==> src/rtl/pipe_addsub.sv <==
// Pipelined WIDTH-bit adder/subtractor. Each stage ripples one WIDTH/STAGES-bit chunk
// and registers the carry. All stages advance together under a global valid/ready stall.
module pipe_addsub #(
    parameter int WIDTH  = 32,
    parameter int STAGES = 4
) (
    input  logic             i_clk,
    input  logic             i_reset,
    input  logic             i_valid,
    output logic             o_in_ready,
    input  logic [WIDTH-1:0] i_a,
    input  logic [WIDTH-1:0] i_b,
    input  logic             i_sub,
    output logic             o_valid,
    input  logic             i_out_ready,
    output logic [WIDTH-1:0] o_sum,
    output logic             o_cout,
    output logic             o_ovf,
    output logic             o_zero,
    output logic             o_neg
);

    if (STAGES < 1 || (WIDTH % STAGES) != 0) begin : g_param_check
        $error("pipe_addsub: WIDTH must be a multiple of STAGES and STAGES >= 1");
    end

    localparam int C = WIDTH / STAGES;

    logic w_adv;

    // The whole pipe moves as one unit, so a stalled output freezes every stage, bubbles included.
    assign w_adv      = ~o_valid | i_out_ready;
    assign o_in_ready = w_adv;

    for (genvar k = 0; k < STAGES; k++) begin : g_stage
        // IW: operand bits still unconsumed on arrival. SW: sum bits complete after this stage.
        localparam int IW = WIDTH - k * C;
        localparam int SW = (k + 1) * C;

        logic [IW-1:0] w_a_in;
        logic [IW-1:0] w_b_in;
        logic          w_sub_in;
        logic          w_cin;
        logic          w_valid_in;
        logic [C-1:0]  w_bx;
        logic [C:0]    w_chunk;
        logic [SW-1:0] w_sum_new;
        logic          r_valid;

        assign w_bx    = w_b_in[C-1:0] ^ {C{w_sub_in}};
        assign w_chunk = {1'b0, w_a_in[C-1:0]} + {1'b0, w_bx} + {{C{1'b0}}, w_cin};

        if (k == 0) begin : g_first
            assign w_a_in     = i_a;
            assign w_b_in     = i_b;
            assign w_sub_in   = i_sub;
            assign w_cin      = i_sub;
            assign w_valid_in = i_valid;
            assign w_sum_new  = w_chunk[C-1:0];
        end else begin : g_chain
            assign w_a_in     = g_stage[k-1].g_fwd.r_a;
            assign w_b_in     = g_stage[k-1].g_fwd.r_b;
            assign w_sub_in   = g_stage[k-1].g_fwd.r_sub;
            assign w_cin      = g_stage[k-1].g_fwd.r_carry;
            assign w_valid_in = g_stage[k-1].r_valid;
            assign w_sum_new  = {w_chunk[C-1:0], g_stage[k-1].g_fwd.r_sum};
        end

        // NOTE: sequential state uses non-blocking assignments so every stage samples its predecessor's pre-edge value.
        always_ff @(posedge i_clk) begin
            if (i_reset) begin
                r_valid <= 1'b0;
            end else if (w_adv) begin
                r_valid <= w_valid_in;
            end
        end

        if (k < STAGES - 1) begin : g_fwd
            localparam int RW = IW - C;

            logic [RW-1:0] r_a;
            logic [RW-1:0] r_b;
            logic          r_sub;
            logic          r_carry;
            logic [SW-1:0] r_sum;

            // NOTE: intermediate datapath registers are not reset; only the valid bits qualify their contents.
            always_ff @(posedge i_clk) begin
                if (w_adv) begin
                    r_a     <= w_a_in[IW-1:C];
                    r_b     <= w_b_in[IW-1:C];
                    r_sub   <= w_sub_in;
                    r_carry <= w_chunk[C];
                    r_sum   <= w_sum_new;
                end
            end
        end else begin : g_last
            logic          w_msb_cin;
            logic          w_cout;
            logic          w_ovf;
            logic [SW-1:0] r_sum;
            logic          r_cout;
            logic          r_ovf;
            logic          r_zero;
            logic          r_neg;

            // Carry into the MSB is recovered from the MSB sum bit and its two inputs.
            assign w_msb_cin = w_a_in[C-1] ^ w_bx[C-1] ^ w_chunk[C-1];
            assign w_ovf     = w_msb_cin ^ w_chunk[C];
            assign w_cout    = w_chunk[C] ^ w_sub_in;

            always_ff @(posedge i_clk) begin
                if (i_reset) begin
                    r_sum  <= '0;
                    r_cout <= 1'b0;
                    r_ovf  <= 1'b0;
                    r_zero <= 1'b0;
                    r_neg  <= 1'b0;
                end else if (w_adv) begin
                    r_sum  <= w_sum_new;
                    r_cout <= w_cout;
                    r_ovf  <= w_ovf;
                    r_zero <= ~|w_sum_new;
                    r_neg  <= w_sum_new[SW-1];
                end
            end
        end
    end

    assign o_valid = g_stage[STAGES-1].r_valid;
    assign o_sum   = g_stage[STAGES-1].g_last.r_sum;
    assign o_cout  = g_stage[STAGES-1].g_last.r_cout;
    assign o_ovf   = g_stage[STAGES-1].g_last.r_ovf;
    assign o_zero  = g_stage[STAGES-1].g_last.r_zero;
    assign o_neg   = g_stage[STAGES-1].g_last.r_neg;

endmodule

==> config.mk <==
export PLATFORM = sky130hd
export DESIGN_NAME = pipe_addsub
export DESIGN_NICKNAME = d
export VERILOG_FILES = /design/src/rtl/pipe_addsub.sv
export SDC_FILE = /design/constraint.sdc
export NUM_CORES = 1
export LEC_CHECK = 0
export CAP_MARGIN = 20
export CORE_MARGIN = 10
export CORE_UTILIZATION = 49
export CTS_CLUSTER_DIAMETER = 80
export DETAILED_ROUTE_END_ITERATION = 7
export GPL_ROUTABILITY_DRIVEN = 0
export GPL_TIMING_DRIVEN = 0
export HOLD_SLACK_MARGIN = 0.03
export PLACE_DENSITY = 0.76
export REMOVE_ABC_BUFFERS = 1
export SYNTH_ARGS = -nofsm -noshare
export SYNTH_HDL_FRONTEND = slang
export SYNTH_SLANG_ARGS = --single-unit
==> constraint.sdc <==
create_clock -name i_clk -period 7 [get_ports i_clk]
set_input_delay 1.05 -clock i_clk [delete_from_list [all_inputs] [get_ports i_clk]]
set_output_delay 1.05 -clock i_clk [all_outputs]
set_load 0.03 [all_outputs]
* Word level (Yosys, flattened, before mapping) *
Index checks and enable logic that the tools add are counted.

word-level totals
  flip-flop bits (word level) = 190
  input port bits = 69
  output and inout port bits = 38
  logic and storage cells = 44

cells by class
  $add $sub $neg = 8
  bitwise gates (word level) = 10
  reductions and logical operators = 2

operators by type and width
  operator              number
  adder 8 x 8 -> 9 bit  4
  adder 9 x 1 -> 9 bit  4
  OR reduction 32 bit   1
  bitwise XOR 8 bit     4
  bitwise XOR 1 bit     4
  logical NOT 1 bit     1
  inverter 1 bit        1
  OR 1 bit              1

* Logic depth before layout (Yosys ltp) *
Gate-level depths: netlist of the first run.

  depth in word-level cells = 5
  depth in mapped cells = 11
  depth with buffers taken out = 10

* Least setup slack after synthesis of the first run *
Ideal clock, no wire load.

  path kind = input to output
  from = input port i_out_ready
  to = output port o_in_ready
  data arrival time = 5.892 ns
  data required time = 5.950 ns
  setup slack = 0.058 ns
  stages = 4
  path buffers = 2
  path through = nor2b_1 -> clkbuf_1 -> inv_1 -> clkbuf_1

on the way
  longest elaborated chain between the ends = 1

RTL lines
  what         RTL line  text
  from (decl)  15        input logic i_out_ready,
  OR 1 bit     32        assign w_adv = ~o_valid | i_out_ready;
  to (decl)    10        output logic o_in_ready,

No other way between the ends.

* Worst setup path after layout of the first run *
Same ends and word-level chain as after synthesis.

==> results of run 1 <==
==> metal layers <==
metal / vias to the layer above / global-route usage [%] / part of all wire, %
li1: 2072 / - / -
met3: 25 / 4.48 / 5.9
met2: 95 / 22.8 / 52
met4: 0 / 6.03 / 2.4
met5: - / 0 / 0
met1: 2011 / 13.1 / 39
==> power by group through the flow <==
stage               combinational, W  clock (W)  sequential, W
finish                      0.000514   0.000964        0.00149
global route                0.000561    0.00103        0.00151
floorplan                   0.000232          0        0.00159
global placement            0.000498          0        0.00151
detailed placement          0.000514          0        0.00152
CTS                         0.000518   0.000984        0.00150
==> final cells by class <==
cell class	count	area (um2)
clock buffer	21	460
clock inverter	11	141
fill	1089	5350
inverter	14	60.1
multi-input combinational	295	2000
sequential	189	5290
tap	184	230
timing repair buffer	108	1120
==> placed cells by master (no fill, tap or decap), drive strengths merged, types with 2 or more instances in the layout <==
master and instances:
bufinv 3, fa 7, ha 28, o21a 3, nor2 20, dfxtp 39
buf 2, a211oi 5, clkinvlp 2, nand3 3, nor4 5, clkinv 5
nand2b 5, xnor2 18, clkbuf 21, inv 15, o41ai 2, a21o 6
xor2 38, nor2b 5, a21oi 48, o21bai 2, clkdlybuf4s50 106, nand2 72
nand4 2, o21ai 10, edfxtp 150, nor3 6
==> worst min path at each step <==
stage | start | to | slack [ns] | cells after the start
after floorplan | g_stage[0].g_fwd.r_a[8]$_DFFE_PP_ | g_stage[1].g_fwd.r_a[0]$_DFFE_PP_ | 0.40 | 0
after global placement | g_stage[1].g_fwd.r_sum[15]$_DFFE_PP_ | g_stage[2].g_fwd.r_sum[15]$_DFFE_PP_ | 0.40 | 0
after detailed placement | g_stage[0].g_fwd.r_a[10]$_DFFE_PP_ | g_stage[1].g_fwd.r_a[2]$_DFFE_PP_ | 0.40 | 0
after CTS | g_stage[1].g_fwd.r_a[12]$_DFFE_PP_ | g_stage[2].g_fwd.r_a[4]$_DFFE_PP_ | 0.41 | 0
after global routing | g_stage[0].g_fwd.r_a[18]$_DFFE_PP_ | g_stage[1].g_fwd.r_a[10]$_DFFE_PP_ | 0.42 | 0
final | g_stage[1].g_fwd.r_a[12]$_DFFE_PP_ | g_stage[2].g_fwd.r_a[4]$_DFFE_PP_ | 0.41 | 0
==> per-stage QoR <==
stage | TNS, ns | hold slack [ns] | area [um2]
2_1_floorplan | 0 | 0.400 | 7330
3_3_place_gp | -379.35 | 0.400 | 8620
3_5_place_dp | 0 | 0.405 | 8690
4_1_cts | 0 | 0.413 | 9290
5_1_grt | 0 | 0.416 | 9290
6_report | 0 | 0.413 | 9290
==> kinds of logic after synthesis <==
kind of cell	share of synthesized area [%]
flip-flops	71.4
AND/OR/NAND/NOR	7.26
AO/OA/AOI/OAI	6.27
XOR/XNOR	6.63
adder cells (fa/ha/maj)	6.63
buffers and inverters	1.62
multiplexers	0.152
==> state kept, by name (all words and copies together) (netlist names) <==
signal,count
g_stage.g_fwd.r_a,48
g_stage.g_fwd.r_b,48
g_stage.g_fwd.r_carry,3
g_stage.g_fwd.r_sub,3
g_stage.g_fwd.r_sum,48
g_stage.r_valid,3
o_cout,1
o_ovf,1
o_sum,32
o_valid,1
o_zero,1
==> worst register-to-register path: stages, from the launching register on <==
cell and delay (ns):
edfxtp_1 0.61, xnor2_1 0.22, fa_1 0.40, inv_1 0.08, fa_1 0.43, nor4b_1 0.25
nand4_1 0.16, or4_1 0.50, or4b_1 0.51, a21oi_1 0.16
==> flow_metrics.py, run 1 <==
metrics = {
    "floorplan": {
        "die_area_um2": 20400,
        "rows": 44,
        "io_pins": 107,
        "die_w_um": 143,
        "start_util_pct": 50.5,
        "core_um2": 14600,
        "dieHeight_um": 143,
    },
    "worst_setup_path": {
        "worstRegToRegCells": 9,
        "critical_path.cell_chain": "clkdlybuf4s50_1, nor2b_4, inv_8, buf_16, clkdlybuf4s50_1",
        "path_buf_inv": 4,
        "timing.critical_path.slowest_stage_cell": "nor2b_4",
        "cp.depth": 5,
        "critPathLaunchType": "input pin",
        "crit_fanout": 113,
        "crit_type": "input pin to output port",
        "rr_startpoint": "g_stage[2].g_fwd.r_sub$_DFFE_PP_",
        "reg2reg_slack_ns": 3.61,
        "cp_data_required_time_ns": 5.95,
        "cp-end-kind": "output port",
        "cp_slowest_stage_delay_ns": 0.74,
        "cp.arrival_ns": 3.77,
        "r2r_end": "o_zero$_SDFFE_PP0P_",
        "crit_family": "buffers and inverters",
        "crit_end": "o_in_ready",
        "cpMostUsedCell": "clkdlybuf4s50_1",
        "crit_start": "i_out_ready",
    },
    "cells_and_area": {
        "num_antenna_cells": 0,
        "post-route-util_pct": 63.5,
        "drive_gt1_share_pct": 5.49,
        "instances_no_fill": 822,
        "fin_nets": 729,
        "area_delta_synth_final_pct": 25.6,
    },
    "yosys": {
        "yosys-top-cells-area": "edfxtp_1 61%, dfxtp_1 11%, ha_1 4.7%",
        "yosysUniqueCellTypes": 36,
        "synth_warnings": 0,
        "synth.most_common_cell": "edfxtp_1",
        "avgSynthCellArea_um2": 14.4,
        "synthesis.area_um2": 7400,
        "synth-seq-cells": 189,
        "ys_seq_area_share_pct": 71.4,
        "yosysTopAreaCellShare_pct": 60.9,
        "synth_commonest_cells": "150 x edfxtp_1, 72 x nand2_1, 48 x a21oi_1",
        "synth-async-reset-ratio_pct": 0,
        "synth_top_area_cell": "edfxtp_1",
        "synth_cells": 515,
        "synth_edf_count": 150,
        "synth_flop_cell": "edfxtp_1",
    },
    "timing": {
        "fin_crit_ns": 4.82,
        "tightestPinTransition_ns": 0.933,
        "setup_viol": 0,
        "period_share_pct": 68.8,
        "final.setup_skew_ns": 0.00664,
        "drv_slew": 0,
        "clock.fmax_mhz": 208,
        "slew_headroom_pct": 37.7,
        "rsz0062_at_grt": "no",
        "finalHoldViolCount": 0,
        "setup_ws_ns": 2.18,
    },
    "job": {
        "drv_cap": 0,
    },
    "global_route": {
        "grt_pass1_vias": 4397,
        "grt_pass1_wl_um": 20400,
        "grt_max_degree": 114,
        "grt_overflow": 0,
        "antenna_found_initial": 0,
        "grt_util_all_layers_pct": 12.8,
    },
    "power": {
        "switching_share_pct": 24.8,
        "finalPower_w": 0.00297,
        "p_int_w": 0.00223,
        "p_leak_nw": 3.57,
        "power_frac_comb_pct": 17.3,
        "powerDensity_nw_per_um2": 320,
        "pwr-share-clk_pct": 32.4,
        "switching_power_w": 0.000736,
        "vdd_drop_max_v": 0.000178,
        "power_frac_seq_pct": 50.3,
    },
    "placement": {
        "pre_cts_ws_ns": 2.14,
        "place_hpwl_um": 9080,
        "placed_cells": 790,
        "io_buffers": 106,
    },
    "drt": {
        "drt_iter0_markers": 252,
        "drtAntennaViolNets": 0,
        "drtPass1Iterations": 4,
        "remaining_drc_errors": 0,
        "vias_per_cell": 5.11,
        "avgRoutedWirePerCell_um": 15.6,
        "vias": 4203,
        "drt-total-wl_um": 12800,
    },
    "cts": {
        "ctsResizeCount": 0,
        "numCtsBuffers": 17,
        "root_buffer": "clkbuf_16",
        "postCtsSetupRepairBufs": 0,
        "cts_buffer_depth": 2,
        "clk-insertion-delay-late_ns": 0.41,
        "cts.sinks": 189,
        "htree_levels": 4,
        "tritoncts": "done",
        "clkTransAtPathRegs_ns": 0.06,
        "cts_hold_buf": 0,
    },
    "outcome": {
        "status": "finished clean",
    },
    "worst_hold_path": {
        "hold_class": "register to register",
    },
}
Note: power is estimated with default switching activity, not from simulation.
==> inputs of run 2 (changes only) <==
--- a/config.mk
+++ b/config.mk
@@ -7,13 +7,13 @@
 export LEC_CHECK = 0
 export CAP_MARGIN = 20
 export CORE_MARGIN = 10
-export CORE_UTILIZATION = 49
+export CORE_UTILIZATION = 50
 export CTS_CLUSTER_DIAMETER = 80
 export DETAILED_ROUTE_END_ITERATION = 7
 export GPL_ROUTABILITY_DRIVEN = 0
 export GPL_TIMING_DRIVEN = 0
 export HOLD_SLACK_MARGIN = 0.03
-export PLACE_DENSITY = 0.76
+export PLACE_DENSITY = 0.74
 export REMOVE_ABC_BUFFERS = 1
 export SYNTH_ARGS = -nofsm -noshare
 export SYNTH_HDL_FRONTEND = slang
==> constraint.sdc (replaced) <==
create_clock -name i_clk -period 4.7 [get_ports i_clk]
set_input_delay 0.705 -clock i_clk [delete_from_list [all_inputs] [get_ports i_clk]]
set_output_delay 0.705 -clock i_clk [all_outputs]
set_load 0.03 [all_outputs]
==> run 2 against run 1 <==
  * Clock power grew 60%
  * Sequential share of layout area shrank 0.21 points
  * Critical endpoint unchanged
  * Critical path depth shrank 1
  * Global-route usage grew 0.28 points
  * Flip-flop and latch count is the same
  * Largest cell class unchanged
  * Die area shrank 1.7%
  * Highest routed layer unchanged
  * First-iteration DRC count grew 4.8%
  * Utilization grew 0.71 points
==> flow_metrics.py, run 2 (synthesis gave the netlist of run 1 again) <==
metrics = {
    "worst_setup_path": {
        "critical_path.cell_chain": "clkdlybuf4s50_1, nor2b_4, inv_8, clkdlybuf4s50_1",
        "cp-end-kind": "output port",
        "cpMostUsedCell": "clkdlybuf4s50_1",
        "worstRegToRegCells": 9,
        "rr_startpoint": "g_stage[2].g_fwd.r_sub$_DFFE_PP_",
        "cp_data_required_time_ns": 3.99,
        "r2r_end": "o_zero$_SDFFE_PP0P_",
        "crit_type": "input pin to output port",
        "timing.critical_path.slowest_stage_cell": "nor2b_4",
        "critPathLaunchType": "input pin",
        "cp_slowest_stage_delay_ns": 0.75,
        "cp.arrival_ns": 3.04,
        "crit_fanout": 77,
        "reg2reg_slack_ns": 1.30,
    },
    "cells_and_area": {
        "final_common_cell": "edfxtp_1",
        "final_cell_mix": "150 x edfxtp_1, 106 x clkdlybuf4s50_1, 72 x nand2_1",
        "final_area_um2": 9330,
        "area_delta_synth_final_pct": 26.1,
        "num_antenna_cells": 0,
        "drive_gt1_share_pct": 5.49,
        "fin_nets": 729,
        "reg_top3": "g_stage.g_fwd.r_a (48), g_stage.g_fwd.r_b (48), g_stage.g_fwd.r_sum (48)",
        "instances_no_fill": 822,
    },
    "drt": {
        "drt_iter0_markers": 264,
        "remaining_drc_errors": 0,
        "drtAntennaViolNets": 0,
        "vias": 4217,
        "drt-total-wl_um": 12700,
        "drtPass1Iterations": 6,
        "vias_per_cell": 5.13,
        "avgRoutedWirePerCell_um": 15.5,
    },
    "cts": {
        "clk-insertion-delay-late_ns": 0.42,
        "tritoncts": "done",
        "postCtsSetupRepairBufs": 0,
        "htree_levels": 4,
        "cts_hold_buf": 0,
        "root_buffer": "clkbuf_16",
        "cts_buffer_depth": 2,
        "cts.sinks": 189,
        "numCtsBuffers": 17,
        "clkTransAtPathRegs_ns": 0.06,
        "ctsResizeCount": 0,
    },
    "power": {
        "vdd_drop_max_v": 0.000272,
        "finalPower_w": 0.00453,
        "powerDensity_nw_per_um2": 485,
        "p_leak_nw": 3.58,
    },
    "floorplan": {
        "core_um2": 14500,
        "die_area_um2": 20100,
        "start_util_pct": 50.9,
        "io_pins": 107,
        "dieHeight_um": 142,
        "die_w_um": 142,
        "rows": 44,
    },
    "outcome": {
        "status": "finished clean",
    },
    "global_route": {
        "grt_max_degree": 116,
        "grt_util_all_layers_pct": 13.0,
        "antenna_found_initial": 0,
        "grt_overflow": 0,
        "grt_pass1_vias": 4450,
        "grt_pass1_wl_um": 20700,
    },
    "timing": {
        "rsz0062_at_grt": "no",
        "tightestPinTransition_ns": 0.938,
        "period_share_pct": 79.7,
        "drv_slew": 0,
        "slew_headroom_pct": 37.3,
        "fin_tns_setup_ns": 0,
        "final.setup_skew_ns": 0.00493,
        "setup_viol": 0,
        "clock.fmax_mhz": 267,
        "fin_crit_ns": 3.75,
        "setup_ws_ns": 0.953,
        "finalHoldViolCount": 0,
    },
    "placement": {
        "io_buffers": 106,
        "placed_area_um2": 8680,
        "place_hpwl_um": 8990,
        "placed_cells": 790,
        "pre_cts_ws_ns": 0.939,
    },
    "worst_hold_path": {
        "worstHoldStart": "g_stage[1].g_fwd.r_a[12]$_DFFE_PP_",
        "hold_end": "g_stage[2].g_fwd.r_a[4]$_DFFE_PP_",
        "min_delay_path_depth": 0,
        "hold_class": "register to register",
    },
    "job": {
        "drv_cap": 0,
    },
}
-- run 2: power by group --
group	leakage, nW	internal, W	switching, W
Combinational	1.37	0.000355	0.000408
Sequential	1.91	0.00211	0.000118
Clock	0.311	0.000970	0.000566
Total	3.58	0.00343	0.00109
-- run 2: stage by stage --
stage                     utilization (%)  hold WS [ns]
final                                64.2         0.415
after floorplan                         -         0.400
after detailed placement             59.7         0.405
after CTS                            64.2         0.414
after global routing                 64.2         0.422
after global placement               59.3         0.401
-- run 2: cell type report --
class	count	area, um2
Timing Repair Buffer	108	1100
Sequential cell	189	5290
Clock buffer	21	460
Multi-Input combinational cell	295	2000
Tap cell	184	230
Inverter	14	60.1
Fill cell	1088	5210
Clock inverter	11	188
-- run 2: how the worst max path moves through the flow --
stage	from	to	slack, ns	cells past startpoint
after global routing	i_out_ready	o_in_ready	0.80	4
after detailed placement	i_out_ready	o_in_ready	0.94	4
after CTS	i_out_ready	o_in_ready	0.94	4
after floorplan	i_out_ready	g_stage[0].g_fwd.r_a[0]$_DFFE_PP_	-1.31	2
final	i_out_ready	o_in_ready	0.95	4
after global placement	i_out_ready	o_in_ready	-4.81	4
-- run 2: critical path, delay by kind of cell --
kind / cells / cell delay, ns
and+or+nand+nor: 1 / 0.75
buffers and inverters: 3 / 1.54
-- run 2: metal layers --
metal	part of all wire, %	track usage (%)	up-vias	wire [um]
met4	2.8	6.51	0	356
met3	5.7	4.34	27	724
met5	0	0	-	0
li1	-	-	2067	-
met2	52	22.5	118	6570
met1	40	14.0	2005	5060
==> inputs of run 3 (changes only) <==
==> constraint.sdc (replaced) <==
create_clock -name i_clk -period 3.6 [get_ports i_clk]
set_input_delay 0.54 -clock i_clk [delete_from_list [all_inputs] [get_ports i_clk]]
set_output_delay 0.54 -clock i_clk [all_outputs]
set_load 0.03 [all_outputs]
==> run 3 against run 2 <==
  * Clock skew rose by 0.00085 ns
  * Utilization up 0.052 points
  * Via count is 0.28% lower
  * Non-clock buffer count grew 1
  * Sequential power up 30%
  * Die area unchanged
  * Setup slack worse by 0.77 ns
  * Global-route usage stayed put
  * Clock power up 31%
  * Sequential share of layout area about the same
  * Register-to-register slack got worse by 0.87 ns
  * Wire length hardly changed
==> flow_metrics.py, run 3 (synthesis gave the netlist of run 1 again) <==
metrics = {
    "timing": {
        "tightestPinTransition_ns": 0.937,
        "fin_tns_setup_ns": 0,
        "drv_slew": 0,
        "holdWs_ns": 0.416,
        "period_share_pct": 94.9,
        "finalHoldViolCount": 0,
        "fin_crit_ns": 3.42,
        "final.setup_skew_ns": 0.00579,
        "rsz0062_at_grt": "no",
        "slew_headroom_pct": 37.4,
        "clock.fmax_mhz": 293,
        "setup_viol": 0,
        "setup_ws_ns": 0.184,
    },
    "power": {
        "powerDensity_nw_per_um2": 633,
        "p_leak_nw": 3.59,
        "vdd_drop_max_v": 0.000354,
    },
    "drt": {
        "vias": 4205,
        "drt_iter0_markers": 256,
        "drtAntennaViolNets": 0,
        "drtPass1Iterations": 6,
        "remaining_drc_errors": 0,
        "vias_per_cell": 5.11,
        "drt-total-wl_um": 12700,
        "avgRoutedWirePerCell_um": 15.5,
    },
    "cts": {
        "root_buffer": "clkbuf_16",
        "cts_hold_buf": 0,
        "numCtsBuffers": 17,
        "postCtsSetupRepairBufs": 0,
        "cts_buffer_depth": 2,
        "htree_levels": 4,
        "clk-insertion-delay-late_ns": 0.42,
        "tritoncts": "done",
        "cts.sinks": 189,
        "ctsResizeCount": 0,
        "clkTransAtPathRegs_ns": 0.06,
    },
    "placement": {
        "io_buffers": 106,
        "pre_cts_ws_ns": 0.147,
        "place_hpwl_um": 8990,
    },
    "worst_setup_path": {
        "critical_path.cell_chain": "clkdlybuf4s50_1, nor2b_4, inv_8, clkdlybuf4s50_1",
        "crit_type": "input pin to output port",
        "reg2reg_slack_ns": 0.43,
        "timing.critical_path.slowest_stage_cell": "nor2b_4",
        "cp-end-kind": "output port",
        "cp.arrival_ns": 2.88,
        "cp_data_required_time_ns": 3.06,
        "cpMostUsedCell": "clkdlybuf4s50_1",
        "cp_slowest_stage_delay_ns": 0.75,
        "critPathLaunchType": "input pin",
        "crit_fanout": 77,
    },
    "global_route": {
        "use_met3_pct": 4.34,
        "grt_pass1_wl_um": 20700,
        "grt-busiest-layer": "met2",
        "grt_max_degree": 116,
        "grt_pass1_vias": 4450,
        "use_met1_pct": 14.0,
        "grt_util_all_layers_pct": 13.0,
        "met2_usage_pct": 22.5,
        "antenna_found_initial": 0,
        "grt_overflow": 0,
    },
    "job": {
        "drv_cap": 0,
    },
    "cells_and_area": {
        "area_delta_synth_final_pct": 26.2,
        "fin_nets": 730,
        "reg_top3": "g_stage.g_fwd.r_a (48), g_stage.g_fwd.r_b (48), g_stage.g_fwd.r_sum (48)",
        "drive_gt1_share_pct": 5.63,
        "final_common_cell": "edfxtp_1",
        "final_cell_mix": "150 x edfxtp_1, 106 x clkdlybuf4s50_1, 72 x nand2_1",
        "fillers": 1085,
        "num_antenna_cells": 0,
    },
    "floorplan": {
        "die_area_um2": 20100,
        "core_um2": 14500,
        "die_w_um": 142,
        "rows": 44,
        "dieHeight_um": 142,
        "io_pins": 107,
        "start_util_pct": 50.9,
    },
    "outcome": {
        "status": "finished clean",
    },
    "worst_hold_path": {
        "hold_class": "register to register",
    },
}
-- run 3: cell count changes in the layout (fill, tap and decap cells not counted) --
cell / previous run / this run
buf_4: 0 / 1
-- run 3: final timing paths --
| check | from | cells past startpoint | to |
|---|---|---|---|
| min reg2reg | g_stage[1].g_fwd.r_a[12]$_DFFE_PP_ | 0 | g_stage[2].g_fwd.r_a[4]$_DFFE_PP_ |
| min | g_stage[1].g_fwd.r_a[12]$_DFFE_PP_ | 0 | g_stage[2].g_fwd.r_a[4]$_DFFE_PP_ |
| max | i_out_ready | 4 | o_in_ready |
| max reg2reg | g_stage[2].g_fwd.r_sub$_DFFE_PP_ | 9 | o_zero$_SDFFE_PP0P_ |
-- run 3: worst max-delay path: cells and delay by family --
kind                   cells  cell delay, ns
buffers and inverters      3            1.54
and+or+nand+nor            1            0.75
-- run 3: report_power, final --
group	switching [W]	internal (W)	total, W
combinational	0.000535	0.000464	0.000999
sequential	0.000152	0.00275	0.00290
clock	0.000739	0.00127	0.00201
total	0.00143	0.00448	0.00591
-- run 3: through the flow --
stage	instances	area [um2]	power (W)	util, %
after floorplan	498	7330	0.00353	-
after global placement	788	8620	0.00391	59.3
after detailed placement	790	8680	0.00395	59.7
after CTS	822	9330	0.00596	64.2
after global routing	823	9340	0.00619	64.2
final	823	9340	0.00591	64.2
-- run 3: layer usage --
| layer | share of wire, % | up-vias |
|---|---|---|
| met2 | 52 | 117 |
| met4 | 2.7 | 0 |
| li1 | - | 2069 |
| met5 | 0 | - |
| met3 | 5.8 | 25 |
| met1 | 40 | 1994 |
-- run 3: area by class of cell --
class	count	area, um2	share of cell area, %
flip-flops and latches	189	5290	56.6
multi-input cells	295	2000	21.4
repair buffers	109	1110	11.9
clock buffers	21	460	4.93
well taps	184	230	2.47
clock inverters	11	188	2.01
inverters	14	60.1	0.643
